==> src/rtl/face_threshold_probe.sv <==
// Decision stage: accepts a candidate window, checks its score against MAX_THR, then probes
// up to NUM_PROBE output-map cells around the centre. Optional hit counter under FACE_CNT_EN.
module face_threshold_probe #(
   parameter int                DATA_W     = 32,
   parameter int                ADDR_W     = 13,
   parameter int                IMG_W      = 81,
   parameter int                CENTER_OFS = 162,
   parameter logic [DATA_W-1:0] MAX_THR    = 32'h04199999,
   parameter logic [DATA_W-1:0] OM_THR     = 32'h0011EB85,
   parameter int                NUM_PROBE  = 4,
   parameter int                RD_LAT     = 1
) (
   input  logic              iClk,
   input  logic              iReset_n,
   input  logic              iInput_ready,
   input  logic [ADDR_W-1:0] iPosition,
   input  logic [DATA_W-1:0] iMax_val,
   input  logic              iFinish,
   input  logic [DATA_W-1:0] iData_from_OM,
   output logic [ADDR_W-1:0] oAddr_OM,
   output logic              oReady,
   output logic [ADDR_W-1:0] oPosition,
   output logic              oHit,
   output logic              oOutput_ready,
   output logic              oEnd
`ifdef FACE_CNT_EN
   ,output logic [15:0]      oFace_cnt
`endif
);

   localparam int                CNT_W      = $clog2(NUM_PROBE + 1);
   localparam int                LAST_K_I   = NUM_PROBE - 1;
   localparam logic [CNT_W-1:0]  LAST_K     = LAST_K_I[CNT_W-1:0];
   localparam logic [CNT_W-1:0]  ONE_K      = {{(CNT_W-1){1'b0}}, 1'b1};
   localparam logic [1:0]        LAT_C      = RD_LAT[1:0];
   localparam logic [ADDR_W-1:0] CTR_OFS_C  = CENTER_OFS[ADDR_W-1:0];

   typedef enum logic [0:0] {ST_IDLE = 1'b0, ST_PROBE = 1'b1} state_t;

   state_t              state_q, state_d;
   logic [ADDR_W-1:0]   base_q, base_d;
   logic [ADDR_W-1:0]   addr_q, addr_d;
   logic [ADDR_W-1:0]   pos_q, pos_d;
   logic                hit_q, hit_d;
   logic                out_rdy_q, out_rdy_d;
   logic                end_q, end_d;
   logic [CNT_W-1:0]    issue_q, issue_d;
   logic [CNT_W-1:0]    cmp_q, cmp_d;
   logic [1:0]          lat_q, lat_d;

   // Probe k sits on row k/2, column k%2 relative to the centre cell.
   function automatic logic [ADDR_W-1:0] probe_ofs(input logic [CNT_W-1:0] k);
      logic [31:0] row;
      logic [31:0] sum;
      row = 32'(k >> 1);
      sum = row * 32'(IMG_W) + {31'd0, k[0]};
      return sum[ADDR_W-1:0];
   endfunction

   // State and datapath registers.
   always_ff @(posedge iClk or negedge iReset_n) begin
      if (!iReset_n) begin
         state_q   <= ST_IDLE;
         base_q    <= '0;
         addr_q    <= '0;
         pos_q     <= '0;
         hit_q     <= 1'b0;
         out_rdy_q <= 1'b0;
         end_q     <= 1'b0;
         issue_q   <= '0;
         cmp_q     <= '0;
         lat_q     <= 2'd0;
      end else begin
         state_q   <= state_d;
         base_q    <= base_d;
         addr_q    <= addr_d;
         pos_q     <= pos_d;
         hit_q     <= hit_d;
         out_rdy_q <= out_rdy_d;
         end_q     <= end_d;
         issue_q   <= issue_d;
         cmp_q     <= cmp_d;
         lat_q     <= lat_d;
      end
   end

   // Next-state logic: address issue runs ahead of the compare by RD_LAT cycles.
   always_comb begin
      state_d   = state_q;
      base_d    = base_q;
      addr_d    = addr_q;
      pos_d     = pos_q;
      hit_d     = hit_q;
      out_rdy_d = 1'b0;
      end_d     = 1'b0;
      issue_d   = issue_q;
      cmp_d     = cmp_q;
      lat_d     = lat_q;
      if (iFinish) begin
         state_d = ST_IDLE;
         base_d  = '0;
         addr_d  = '0;
         pos_d   = '0;
         hit_d   = 1'b0;
         issue_d = '0;
         cmp_d   = '0;
         lat_d   = 2'd0;
      end else begin
         case (state_q)
            ST_IDLE: begin
               if (iInput_ready) begin
                  base_d = iPosition;
                  if (iMax_val > MAX_THR) begin
                     addr_d  = iPosition + CTR_OFS_C;
                     issue_d = '0;
                     cmp_d   = '0;
                     lat_d   = 2'd0;
                     state_d = ST_PROBE;
                  end else begin
                     end_d = 1'b1;
                  end
               end else begin
                  state_d = ST_IDLE;
               end
            end
            ST_PROBE: begin
               if (issue_q < LAST_K) begin
                  issue_d = issue_q + ONE_K;
                  addr_d  = base_q + CTR_OFS_C + probe_ofs(issue_q + ONE_K);
               end else begin
                  issue_d = issue_q;
               end
               if (lat_q < LAT_C) begin
                  lat_d = lat_q + 2'd1;
               end else if (iData_from_OM > OM_THR) begin
                  pos_d     = base_q + probe_ofs(cmp_q);
                  hit_d     = 1'b1;
                  out_rdy_d = 1'b1;
                  state_d   = ST_IDLE;
               end else if (cmp_q == LAST_K) begin
                  pos_d     = base_q;
                  hit_d     = 1'b0;
                  out_rdy_d = 1'b1;
                  state_d   = ST_IDLE;
               end else begin
                  cmp_d = cmp_q + ONE_K;
               end
            end
            default: begin
               state_d = ST_IDLE;
            end
         endcase
      end
   end

   assign oAddr_OM      = addr_q;
   assign oReady        = (state_q == ST_IDLE);
   assign oPosition     = pos_q;
   assign oHit          = hit_q;
   assign oOutput_ready = out_rdy_q;
   assign oEnd          = end_q;

`ifdef FACE_CNT_EN
   logic [15:0] face_cnt_q, face_cnt_d;

   // Saturating count of hit results.
   always_comb begin
      face_cnt_d = face_cnt_q;
      if (iFinish) begin
         face_cnt_d = 16'd0;
      end else if (out_rdy_d && hit_d && (face_cnt_q != 16'hFFFF)) begin
         face_cnt_d = face_cnt_q + 16'd1;
      end else begin
         face_cnt_d = face_cnt_q;
      end
   end

   // Hit counter register.
   always_ff @(posedge iClk or negedge iReset_n) begin
      if (!iReset_n) begin
         face_cnt_q <= 16'd0;
      end else begin
         face_cnt_q <= face_cnt_d;
      end
   end

   assign oFace_cnt = face_cnt_q;
`endif

endmodule

==> config.mk <==
export PLATFORM = sky130hd
export DESIGN_NAME = face_threshold_probe
export DESIGN_NICKNAME = d
export VERILOG_FILES = /design/src/rtl/face_threshold_probe.sv
export SDC_FILE = /design/constraint.sdc
export NUM_CORES = 1
export LEC_CHECK = 0
export ABC_AREA = 1
export CAP_MARGIN = 20
export CORE_UTILIZATION = 50
export DETAILED_ROUTE_END_ITERATION = 7
export PLACE_DENSITY = 0.82
export SLEW_MARGIN = 20
export SYNTH_ARGS = -nofsm -noshare
export SYNTH_HDL_FRONTEND = slang
export SYNTH_SLANG_ARGS = --single-unit
export TNS_END_PERCENT = 50
==> constraint.sdc <==
create_clock -name iClk -period 4.1 [get_ports iClk]
set_clock_uncertainty 0.2 [all_clocks]
set_input_delay 1.23 -clock iClk [delete_from_list [all_inputs] [get_ports iClk]]
set_output_delay 1.23 -clock iClk [all_outputs]
set_load 0.01 [all_outputs]
==> parameters.txt <==
Parameter                              Value

Die
  Initial core utilization ... 52.24%
  Die span in y ... 95.35 um
  Total core area ... 0.008341 mm^2
  Ports placed on the boundary ... 111
  Die Outline Area ... 0.009091 mm^2
  X dimension of the die ... 95.35 um
  Rows ... 33

Placed design
  Post-detailed-placement cell area ... 0.005524 mm^2
  Count of port buffers added during placement ... 110
  Half-perimeter wire length after placement ... 9.786 mm
  Final weighted congestion in routability-driven placement ... 0.9175

Worst hold path
  Class of the tightest hold or removal check ... reg -> reg
  Destination of the worst hold path ... oAddr_OM[5]
  Worst Min Path Start ... oAddr_OM[5]
  Number of instances on the worst hold path ... 2

Yosys
  Synthesized area per cell ... 6.818 um^2
  Net Count, Synth ... 755
  Unique masters post-synth ... 37
  Number of synthesized register bits ... 51
  Total number of yosys warnings ... 0
  Number of instances in the synthesized netlist ... 639
  Portion of the post-synthesis area used by sequential elements ... 29.29%
  Synthesized cell area ... 0.004357 mm^2

Power and ir drop
  Final total power ... 1.251 mW
  Cell Pwr Density ... 223.2 mW/mm^2
  Leak Pwr ... 2.724 nW
  Largest voltage drop on the vdd net ... 0.0001393 V

Cells and area
  Post-route cell area ... 0.005605 mm^2
  Fraction of layout instances using a drive strength above 1 ... 6.016%
  Net count, final ... 863
  Total of fill cells in the finished design ... 733
  Antenna diodes ... 0
  Area Growth Syn to Fin ... 28.66%

Setup path
  Arrival time of data at the critical path endpoint ... 3550 ps
  Kind of capture point of the worst setup path ... flip-flop
  Origin of the critical flop-to-flop path ... issue_q[0]
  Type of the worst setup path ... reg -> reg
  R2R Path End ... oAddr_OM[10]
  Highest cell delay on the worst timing path ... 430 ps
  Kind of cell adding the most delay to the critical path ... simple AND/OR/NAND/NOR gates
  Largest fanout of any net on the critical path ... 5
  Required arrival time at the worst endpoint ... 4110 ps
  Sequence of cells on the critical path ... ha_1 > or2_2 > nand2_1 > xnor2_1 > inv_1 > ha_1 > a21o_1 > ha_1 > inv_1 > nor3_1 > nand3_1 > nand2_1 > nor2_1 > o21ai_0 > nor2_1 > nand2_1 > nand2_1
  Most prevalent standard cell on the critical path ... sky130_fd_sc_hd__nand2_1
  Crit path launch type ... flip-flop
  Reg2reg path depth ... 17
  Register-to-register setup slack ... 560 ps
  Slowest cell on crit path ... sky130_fd_sc_hd__dfrtp_1
  Bufs and invs on worst path ... 2

Global route
  Gr usage total ... 28.95%
  Total global routing overflow ... 0
  First-pass GRT wire length ... 20.41 mm
  Maximum number of pins on one net before global-route repair ... 52
  Antenna violations before repair ... 0
  Vias in the first global route ... 4488

Timing
  Actual slew at the worst max-slew pin ... 673.9 ps
  Fmax achieved ... 0.2823 GHz
  Unrepaired setup endpoints after global routing ... false
  Count of pins over their slew limit ... 0
  Final setup TNS ... 0 ps
  Final hold vios ... 0
  Slew HR ... 55.07%
  Setup violations, final ... 0
  Ratio of final minimum period to clock period ... 86.39%
  Shortest clock period the worst path allows after layout ... 3542 ps

Clock network
  Clk sink count ... 51
  Worst skew pair latency ... 310 ps
  CTS tree ... built
  Number of buffers added to fix hold violations after cts ... 0
  Max H-tree Level ... 2
  CTS Root Buffer Type ... sky130_fd_sc_hd__clkbuf_8
  Inserted Clock Buffers ... 5
  Post-CTS setup buffer count ... 0
  Post-CTS Resized ... 0
  Worst-path clk slew ... 100 ps
  Maximum clock path buffer count ... 2

Route
  Ratio of routed vias to standard cells ... 5.324
  Pre-Repair DR Iteration Count ... 4
  Post-DRT Antenna Nets ... 0
  Number of remaining DRC errors ... 0
  Starting DRT DRC Count ... 305
  Detailed Route WL ... 12.21 mm
  Detailed-route wire length per cell ... 14.31 um
  Via count ... 4541

Outcome
  Result of the run ... finished, final reports clean

Flow run
  Count of max-cap constraint violations ... 0
==> routing by layer <==
| metal | GRT usage (%) | routed length (um) |
|---|---|---|
| met1 | 36.23 | 5423 |
| met2 | 49.94 | 5700 |
| met3 | 5.183 | 806 |
| met4 | 9.596 | 280 |
| met5 | 0 | 0 |
==> registers in the layout, indices dropped and copies added (netlist names), 2 cells and up <==
signal and flops:
lat_q 2, cmp_q 3, oAddr_OM 13, base_q 13
issue_q 3, oPosition 13
==> how the worst max path moves through the flow <==
stage | endpoint | cells past startpoint | startpoint
after floorplan | oAddr_OM[7] | 15 | issue_q[0]
after global placement | oAddr_OM[4] | 14 | iMax_val[26]
after detailed placement | oAddr_OM[3] | 14 | iMax_val[26]
after CTS | oAddr_OM[12] | 15 | issue_q[0]
after global routing | oAddr_OM[10] | 17 | issue_q[0]
final | oAddr_OM[10] | 17 | issue_q[0]
==> cell families after synthesis <==
logic type      count (synthesis)  share of synthesized area (%)
simple gates                  349                          35.24
fa+ha+maj                      35                          10.40
flops                          51                          29.29
compound gates                 90                          12.44
xor+xnor                       15                          3.016
buf+inv                        99                          9.621
==> stage by stage <==
stage | setup WS (ps) | utilization, % | instances | hold slack, ps
2_1_floorplan | 964.6 | - | 639 | 241.9
3_3_place_gp | 579.1 | 66.20 | 845 | 253.3
3_5_place_dp | 546.4 | 66.23 | 845 | 265.5
4_1_cts | 606.8 | 67.21 | 853 | 289.9
5_1_grt | 270.7 | 67.21 | 853 | 316.3
6_report | 558.1 | 67.21 | 853 | 288.1
==> power by group <==
| group | switching [mW] | total [mW] | internal (mW) |
|---|---|---|---|
| registers | 0.0309 | 0.566 | 0.535 |
| clock network | 0.180 | 0.300 | 0.121 |
| logic | 0.198 | 0.385 | 0.187 |
| total | 0.408 | 1.25 | 0.843 |
==> layout make-up <==
type / count / area, um^2 / share of cell area, %
Timing Repair Buffer: 115 / 1136 / 20.27
Sequential cell: 51 / 1276 / 22.77
Clock inverter: 1 / 5.005 / 0.08929
Multi-Input combinational cell: 489 / 2661 / 47.48
Clock buffer: 7 / 76.32 / 1.362
Inverter: 85 / 319.1 / 5.692
Tap cell: 105 / 131.4 / 2.344
==> cell usage in the layout (no fill, tap or decap), types with 3 or more instances in the layout <==
| master | synthesis | final |
|---|---|---|
| sky130_fd_sc_hd__nand4_1 | 7 | 7 |
| sky130_fd_sc_hd__buf_4 | 2 | 6 |
| sky130_fd_sc_hd__xnor2_1 | 8 | 8 |
| sky130_fd_sc_hd__nor3_2 | 3 | 3 |
| sky130_fd_sc_hd__o21ai_0 | 40 | 40 |
| sky130_fd_sc_hd__clkbuf_8 | 0 | 5 |
| sky130_fd_sc_hd__nand3_1 | 68 | 68 |
| sky130_fd_sc_hd__o21bai_1 | 4 | 4 |
| sky130_fd_sc_hd__nand2_1 | 183 | 183 |
| sky130_fd_sc_hd__nor3_1 | 8 | 8 |
| sky130_fd_sc_hd__o21ai_2 | 10 | 10 |
| sky130_fd_sc_hd__inv_1 | 84 | 84 |
| sky130_fd_sc_hd__o22ai_1 | 11 | 11 |
| sky130_fd_sc_hd__nand3_2 | 3 | 3 |
| sky130_fd_sc_hd__clkdlybuf4s50_1 | 0 | 109 |
| sky130_fd_sc_hd__dfrtp_1 | 51 | 51 |
| sky130_fd_sc_hd__nor2_1 | 58 | 58 |
| sky130_fd_sc_hd__nand2_4 | 4 | 4 |
| sky130_fd_sc_hd__ha_1 | 33 | 33 |
| sky130_fd_sc_hd__xor2_1 | 7 | 7 |
| sky130_fd_sc_hd__a21oi_1 | 15 | 15 |
| sky130_fd_sc_hd__nand2_2 | 7 | 7 |
==> Yosys cell counts <==
master / number / area [um^2]
sky130_fd_sc_hd__a21o_1: 2 / 15.01
sky130_fd_sc_hd__a21oi_1: 15 / 75.07
sky130_fd_sc_hd__a21oi_4: 1 / 16.27
sky130_fd_sc_hd__a22oi_1: 2 / 15.01
sky130_fd_sc_hd__a31oi_1: 1 / 6.260
sky130_fd_sc_hd__and3b_1: 1 / 8.760
sky130_fd_sc_hd__buf_2: 2 / 10.01
sky130_fd_sc_hd__buf_4: 2 / 15.01
sky130_fd_sc_hd__buf_6: 5 / 56.30
sky130_fd_sc_hd__clkbuf_1: 5 / 18.77
sky130_fd_sc_hd__dfrtp_1: 51 / 1276
sky130_fd_sc_hd__fa_1: 2 / 40.04
sky130_fd_sc_hd__ha_1: 33 / 412.9
sky130_fd_sc_hd__inv_1: 84 / 315.3
sky130_fd_sc_hd__inv_2: 1 / 3.750
sky130_fd_sc_hd__nand2_1: 183 / 686.9
sky130_fd_sc_hd__nand2_2: 7 / 43.79
sky130_fd_sc_hd__nand2_4: 4 / 45.04
sky130_fd_sc_hd__nand3_1: 68 / 340.3
sky130_fd_sc_hd__nand3_2: 3 / 30.03
sky130_fd_sc_hd__nand3b_1: 2 / 15.01
sky130_fd_sc_hd__nand4_1: 7 / 43.79
sky130_fd_sc_hd__nor2_1: 58 / 217.7
sky130_fd_sc_hd__nor2_2: 1 / 6.260
sky130_fd_sc_hd__nor3_1: 8 / 40.04
sky130_fd_sc_hd__nor3_2: 3 / 30.03
sky130_fd_sc_hd__o2111ai_1: 2 / 17.52
sky130_fd_sc_hd__o21ai_0: 40 / 200.2
sky130_fd_sc_hd__o21ai_1: 2 / 10.01
sky130_fd_sc_hd__o21ai_2: 10 / 87.58
sky130_fd_sc_hd__o21bai_1: 4 / 30.03
sky130_fd_sc_hd__o22ai_1: 11 / 68.82
sky130_fd_sc_hd__or2_1: 1 / 6.260
sky130_fd_sc_hd__or2_2: 2 / 12.51
sky130_fd_sc_hd__or2_4: 1 / 8.760
sky130_fd_sc_hd__xnor2_1: 8 / 70.07
sky130_fd_sc_hd__xor2_1: 7 / 61.31
==> worst register-to-register path: stages, from the launching register on <==
cell	delay, ps
sky130_fd_sc_hd__dfrtp_1	430
sky130_fd_sc_hd__ha_1	220
sky130_fd_sc_hd__or2_2	290
sky130_fd_sc_hd__nand2_1	200
sky130_fd_sc_hd__xnor2_1	160
sky130_fd_sc_hd__inv_1	60
sky130_fd_sc_hd__ha_1	170
sky130_fd_sc_hd__a21o_1	150
sky130_fd_sc_hd__ha_1	330
sky130_fd_sc_hd__inv_1	70
sky130_fd_sc_hd__nor3_1	260
sky130_fd_sc_hd__nand3_1	110
sky130_fd_sc_hd__nand2_1	200
sky130_fd_sc_hd__nor2_1	60
sky130_fd_sc_hd__o21ai_0	300
sky130_fd_sc_hd__nor2_1	100
sky130_fd_sc_hd__nand2_1	80
sky130_fd_sc_hd__nand2_1	50
(Power assumes the default switching activity.)
